--- src/rtl/mux_rr_sel_ctrl_if.sv ---
// Request/select bundle between the round-robin select controller and its requesters.
// The slave side is the controller; the master side drives requests and observes the grant.
interface mux_rr_sel_ctrl_if;
  logic [3:0] req;
  logic [1:0] sel;
  logic [3:0] gnt;
  logic       busy;
  logic       out_valid;

  modport slave  (input  req, output sel, output gnt, output busy, output out_valid);
  modport master (output req, input  sel, input  gnt, input  busy, input  out_valid);
endinterface

--- src/rtl/mux_rr_sel_ctrl.sv ---
// Round-robin select controller for a downstream 4:1 registered mux.
// It grants one source for at most HOLD_CYCLES cycles, then rotates priority past the last winner.
module mux_rr_sel_ctrl #(
  parameter int HOLD_CYCLES = 4
) (
  input  logic               clk,
  input  logic               reset,
  mux_rr_sel_ctrl_if.slave   bus
);

  typedef enum logic {S_IDLE, S_GRANT} state_t;

  state_t     r_state;
  logic [1:0] r_lp;
  logic [3:0] r_cnt;
  logic [1:0] r_sel;
  logic [3:0] r_gnt;
  logic       r_busy;
  logic       r_out_valid;

  logic       w_any;
  logic [1:0] w_win;
  logic       w_release;

  // Scan lp+4 down to lp+1 so that the nearest requester after lp is the one kept.
  function automatic logic [1:0] rr_pick(input logic [3:0] rq, input logic [1:0] lp);
    logic [1:0] idx;
    rr_pick = lp;
    for (int k = 4; k >= 1; k--) begin
      idx = lp + 2'(k);
      if (rq[idx]) rr_pick = idx;
    end
  endfunction

  always_comb begin
    w_any     = |bus.req;
    w_win     = rr_pick(bus.req, r_lp);
    w_release = (!bus.req[r_sel]) || (r_cnt == 4'(HOLD_CYCLES));
  end

  always_ff @(posedge clk) begin
    if (reset) begin
      r_state     <= S_IDLE;
      r_lp        <= 2'b11;
      r_cnt       <= 4'd0;
      r_sel       <= 2'b00;
      r_gnt       <= 4'b0000;
      r_busy      <= 1'b0;
      r_out_valid <= 1'b0;
    end else begin
      r_out_valid <= r_busy;
      if (r_state == S_GRANT && !w_release) begin
        r_cnt <= r_cnt + 4'd1;
      end else if (w_any) begin
        // Entry from IDLE and release with pending requests share the same back-to-back grant.
        r_state <= S_GRANT;
        r_lp    <= w_win;
        r_sel   <= w_win;
        r_gnt   <= 4'b0001 << w_win;
        r_busy  <= 1'b1;
        r_cnt   <= 4'd1;
      end else begin
        r_state <= S_IDLE;
        r_gnt   <= 4'b0000;
        r_busy  <= 1'b0;
        r_cnt   <= 4'd0;
      end
    end
  end

  assign bus.sel       = r_sel;
  assign bus.gnt       = r_gnt;
  assign bus.busy      = r_busy;
  assign bus.out_valid = r_out_valid;

endmodule

--- src/flat_wrapper.sv ---
// flat-port wrapper written by rule: the top's interface ports become plain ports
module mux_rr_sel_ctrl_flat 
#(
  parameter int HOLD_CYCLES = 4
)
  (clk, reset, bus_req, bus_sel, bus_gnt, bus_busy, bus_out_valid);
  mux_rr_sel_ctrl_if bus_i ();
  input  logic clk;
  input  logic reset;
  input wire logic [$bits(bus_i.req)-1:0] bus_req;
  output wire logic [$bits(bus_i.sel)-1:0] bus_sel;
  output wire logic [$bits(bus_i.gnt)-1:0] bus_gnt;
  output wire logic [$bits(bus_i.busy)-1:0] bus_busy;
  output wire logic [$bits(bus_i.out_valid)-1:0] bus_out_valid;
  assign bus_i.req = bus_req;
  assign bus_sel = bus_i.sel;
  assign bus_gnt = bus_i.gnt;
  assign bus_busy = bus_i.busy;
  assign bus_out_valid = bus_i.out_valid;
  mux_rr_sel_ctrl #(.HOLD_CYCLES(HOLD_CYCLES)) u_core (.clk(clk), .reset(reset), .bus(bus_i));
endmodule
--- config.mk ---
export PLATFORM = sky130hd
export DESIGN_NAME = mux_rr_sel_ctrl_flat
export DESIGN_NICKNAME = d
export VERILOG_FILES = /design/src/rtl/mux_rr_sel_ctrl_if.sv /design/src/rtl/mux_rr_sel_ctrl.sv /design/src/flat_wrapper.sv
export SDC_FILE = /design/constraint.sdc
export NUM_CORES = 1
export LEC_CHECK = 0
export BUFFER_PORTS_ARGS = -buffer_cell sky130_fd_sc_hd__buf_2
export CAP_MARGIN = 25
export CORE_MARGIN = 5
export CORE_UTILIZATION = 40
export DETAILED_ROUTE_END_ITERATION = 12
export HOLD_SLACK_MARGIN = 0.08
export SLEW_MARGIN = 0
export SYNTH_ARGS = -nofsm -noshare
export SYNTH_HDL_FRONTEND = slang
export SYNTH_SLANG_ARGS = --single-unit
--- constraint.sdc ---
create_clock -name clk -period 4.1 [get_ports clk]
set_input_delay 0.205 -clock clk [delete_from_list [all_inputs] [get_ports clk]]
set_output_delay 0.205 -clock clk [all_outputs]
set_load 0.02 [all_outputs]
==> Word-level counts from Yosys, hierarchy flattened <==
Index checks and enable logic that the tools add are counted.
{ "totals": {"ff_bits": 14} }
{ "classes": {"add_sub_neg": 4, "n_lt_le_gt_ge": 4, "eq_ne": 1, "shifts": 1, "n_mux": 15, "bitwise": 1, "reduce_logical": 6} }
{ "ops": {"columns": ["op", "count"], "rows": [
  ["less-than comparator 2 x 3 -> 1 bit (second input constant)", 4],
  ["binary-select mux 1 bit (select 2 bit)", 4],
  ["two-way mux 4 bit", 2],
  ["two-way mux 1 bit", 6],
  ["two-way mux 2 bit", 3],
  ["adder 2 bit (second input constant)", 2],
  ["adder 4 x 1 -> 4 bit (second input constant)", 1],
  ["== test 4 x 3 -> 1 bit (second input constant)", 1],
  ["OR reduction 4 bit", 1],
  ["left shift 1 x 2 -> 4 bit (first input constant)", 1],
  ["adder 2 x 1 -> 2 bit (second input constant)", 1],
  ["logical NOT 1 bit", 2],
  ["AND reduction 2 bit", 1],
  ["logical AND 1 bit", 1],
  ["logical OR 1 bit", 1],
  ["inverter 1 bit", 1]
]} }

==> Depth between registers and ports, before layout <==
{ "logic_depth": {"word_depth": 8, "ltp_mapped": 6, "mapped_depth_nobuf": 6} }

==> Least setup slack after synthesis <==
No wires, ideal clock.
{ "synth_timing": {"kind": "reg2reg", "from": "register u_core.r_sel[1] (netlist: u_core.bus.sel[1])", "to": "register u_core.r_lp[0]", "t_arrival_ps": 1677, "t_required_ps": 3974, "path_slack_ps": 2298, "stages_incl_launch_ff": 5, "path_buffers": 0, "synth_period_minus_slack_ps": 1802, "cell_sequence": "dfxtp_1 > mux4_2 > a31oi_4 > nor4b_4 > o21bai_1"} }
{ "synth_between": {"elab_chain_len": 8} }
{ "synth_lines": {"columns": ["element", "line_no", "source"], "rows": [
  ["start, declared", "mux_rr_sel_ctrl.sv:16", "logic [1:0] r_sel;"],
  ["start signal, assigned", "mux_rr_sel_ctrl.sv:58", "r_sel <= w_win;"],
  ["binary-select mux 1 bit (select 2 bit)", "mux_rr_sel_ctrl.sv:38", "w_release = (!bus.req[r_sel]) || (r_cnt == 4'(HOLD_CYCLES));"],
  ["two-way mux 1 bit (not written as such)", "mux_rr_sel_ctrl.sv:38", null],
  ["logical NOT 1 bit", "mux_rr_sel_ctrl.sv:38", null],
  ["logical OR 1 bit", "mux_rr_sel_ctrl.sv:38", null],
  ["logical NOT 1 bit", "mux_rr_sel_ctrl.sv:52", "if (r_state == S_GRANT && !w_release) begin"],
  ["logical AND 1 bit", "mux_rr_sel_ctrl.sv:52", null],
  ["inverter 1 bit (no source line)", null, null],
  ["AND reduction 2 bit (no source line)", null, null],
  ["end signal, assigned", "mux_rr_sel_ctrl.sv:57", "r_lp <= w_win;"],
  ["end, declared", "mux_rr_sel_ctrl.sv:14", "logic [1:0] r_lp;"]
]} }
No other way between the ends. The select of a mux whose other input is x is not followed.
A chain may end at the register's enable or synchronous reset.

==> Worst setup path in the final report <==
Same ends and word-level chain as after synthesis.

==> impl_metrics.csv <==
group,metric,value,unit
clocking,cts_buffer_depth,2,
placement,numPortBuffers,13,
clocking,cts_resized,0,
critical_path,crit_cells,4,
synthesis,syn_inst,62,
power,power,0.0003174,W
timing,final.setup_skew,0.003237,ns
critical_path,r2r-end,"u_core.r_lp[0]$_SDFFE_PP1P_",
placement,dp_hpwl,944.4,um
timing,finalCritPeriodShare,43.37,%
grt,grt_overflow,0,
grt,grt_start_max_net_pins,12,
floorplan,num_rows,14,
synthesis,synth_top_family_by_area,"simple AND/OR/NAND/NOR gates",
route,remaining_drc_errors,0,
placement,dp_cells,89,
placement,place_congestion,0.7061,
timing,timing.hold.ws,0.2342,ns
timing,maxSlewHeadroom,56.32,%
grt,grt_usage,10.92,%
synthesis,synth_compound_area_share,15.00,%
floorplan,initial_utilization,42.69,%
critical_path,path_buf_inv,0,
power,p_per_area,430.7,nW/um^2
synthesis,ys.flop_type,"dfxtp_1",
synthesis,syn_area_per_cell,10.49,sq um
critical_path,ff2ff_path_depth,4,
clocking,clock_latency,0.27,ns
min_path,hp-class,"in -> reg",
grt,grt_pass1_vias,480,
clocking,clk_pin_slew,0.08,ns
floorplan,die_y,50.33,um
power,pwr-share-seq,51.4,%
synthesis,ys_ff_latch,14,
synthesis,synth_simple_gate_area_share,24.42,%
route,wl_per_cell,13.46,um
critical_path,reg2reg_from,"u_core.bus.sel[1]$_SDFFE_PP0P_",
timing,tns,0,ns
cells_and_area,mostFrequentLayoutCells,"dfxtp_1, buf_2, nor2_1",
synthesis,synth_mux_area_share,6.538,%
critical_path,reg2reg_setup_slack,2.32,ns
cells_and_area,layout_commonest_cell,"dfxtp_1",
critical_path,cp-start-kind,"register",
power,swShare,30.93,%
route,wirelength,1.238,mm
route,ant_nets,0,
floorplan,die_width,50.33,um
power,ir_drop,0.0001997,V
cells_and_area,final_nets,86,
critical_path,cp_slowest_stage_delay,0.55,ns
critical_path,critPathKind,"reg -> reg",
cells_and_area,final_design_area_no_fill,737.0,sq um
min_path,holdPathEnd,"u_core.bus.out_valid$_SDFF_PP0_",
route,via_per_inst,5.402,
timing,slew_violations,0,
synthesis,synthArstFlopShare,0,%
critical_path,cp.required,4.26,ns
synthesis,synthesis.nets,70,
cells_and_area,num_antenna_cells,0,
grt,antenna_found_initial,0,
route,dr.pass1.iters,6,
power,p_comb_share,24.9,%
min_path,whs_path_depth,2,
critical_path,crit_family,"multiplexers",
route,vias,497,
floorplan,dieArea,2533,sq um
cells_and_area,synthToLayoutAreaGrowth,13.27,%
critical_path,cp.arrival,1.94,ns
clocking,cts_tree,"done",
timing,period_minus_slack,1.778,ns
synthesis,synthAdderAreaFrac,3.846,%
power,clock_power_share,23.7,%
run_status,outcome,"finished, final reports clean",
floorplan,io_pins,14,
power,intPower,0.0002192,W
clocking,hold_buffers,0,
cells_and_area,fin_cells,92,
placement,placed_area,714.4,sq um
synthesis,yosysWarnings,0,
timing,grt_setup_unrepaired,"false",
timing,tightest_slew,0.6492,ns
timing,clock.fmax,562.4,MHz
clocking,cts_made_buffers,3,
power,p_sw,0.00009818,W
grt,grt_pass1_wl,2.159,mm
route,drt_iter0_markers,11,
clocking,htreeDepth,1,
clocking,cts_sinks,14,
synthesis,synth_cell_type_count,31,
synthesis,synth-xor-area-share,2.692,%
critical_path,path_cells,"mux4_2, a31oi_4, nor4b_4, o21bai_1",
floorplan,coreArea,1524,sq um
cells_and_area,layout-drive-gt1-share,26.32,%
timing,hold_viol,0,
clocking,cts_setup_buffers,0,
synthesis,syn_area,650.6,sq um
power,p_leak,0.3243,nW
clocking,clockRootBuffer,"clkbuf_4",
critical_path,path_max_fanout,8,
min_path,holdCritStartpoint,"reset",
flow_run,max_cap_violations,0,
timing,setup_viol,0,
synthesis,synth_edf_count,0,
synthesis,seq_area_frac_synth,43.08,%
critical_path,slowest_stage,"mux4_2",
critical_path,endpoint_kind,"register",
-- worst max path at each step --
stage | startpoint | end | slack [ns]
3_3_place_gp | u_core.bus.sel[1]$_SDFFE_PP0P_ | u_core.r_lp[0]$_SDFFE_PP1P_ | 2.38
2_1_floorplan | u_core.bus.sel[1]$_SDFFE_PP0P_ | u_core.r_lp[0]$_SDFFE_PP1P_ | 2.30
4_1_cts | u_core.bus.sel[1]$_SDFFE_PP0P_ | u_core.r_lp[0]$_SDFFE_PP1P_ | 2.32
3_5_place_dp | u_core.bus.sel[1]$_SDFFE_PP0P_ | u_core.r_lp[0]$_SDFFE_PP1P_ | 2.33
6_report | u_core.bus.sel[1]$_SDFFE_PP0P_ | u_core.r_lp[0]$_SDFFE_PP1P_ | 2.32
5_1_grt | u_core.bus.sel[1]$_SDFFE_PP0P_ | u_core.r_lp[0]$_SDFFE_PP1P_ | 2.19
-- synth_stat cells (2+ instances only) --
master | n | area [sq um]
a32o_1 | 2 | 20.02
mux2i_1 | 2 | 20.02
nand3b_1 | 2 | 15.01
a21oi_1 | 2 | 10.01
nor3_1 | 5 | 25.02
ha_1 | 2 | 25.02
nor2_1 | 7 | 26.28
dfxtp_1 | 14 | 280.3
a22o_1 | 2 | 17.52
nand3_1 | 2 | 10.01
inv_1 | 2 | 7.510
-- sequential cells by signal, indices dropped and copies added (netlist names) --
register              count
u_core.r_lp               2
u_core.r_cnt              4
u_core.bus.sel            2
u_core.bus.out_valid      1
u_core.bus.busy           1
u_core.bus.gnt            4
-- metrics by stage --
stage	setup WS [ns]	utilization, %
floorplan	2.298	-
global placement	2.380	46.88
detailed placement	2.327	46.88
CTS	2.321	48.36
global route	2.186	48.36
finish	2.322	48.36
-- metal layers --
metal,vias up,part of all wire (%),track usage [%]
li1,253,-,-
met1,233,53,15.38
met2,9,40,14.64
met3,2,5.5,3.846
met4,0,0.97,5.106
met5,-,0,0
-- logic make-up (layout without fill, tap and decap cells) --
kind of cell / Yosys count / in the layout
buf+inv: 4 / 18
mux: 3 / 3
compound gates: 11 / 11
fa+ha+maj: 2 / 2
simple gates: 26 / 26
flops: 14 / 14
xor+xnor: 2 / 2
-- final cells by class --
| class | count | area [sq um] |
|---|---|---|
| flip-flops and latches | 14 | 280.3 |
| well taps | 16 | 20.02 |
| inverters | 2 | 7.507 |
| multi-input cells | 44 | 341.6 |
| clock buffers | 3 | 22.52 |
| fillers | 151 | 787.0 |
| repair buffers | 13 | 65.06 |
-- power by group through the flow --
stage	Sequential (W)	Clock [W]	Combinational [W]
after floorplan	0.000173	0	0.0000541
after global placement	0.000166	0	0.0000793
after detailed placement	0.000166	0	0.0000794
after CTS	0.000163	0.0000778	0.0000795
after global routing	0.000166	0.0000856	0.0000875
final	0.000163	0.0000751	0.0000791
Note: power is estimated with default switching activity, not from simulation.
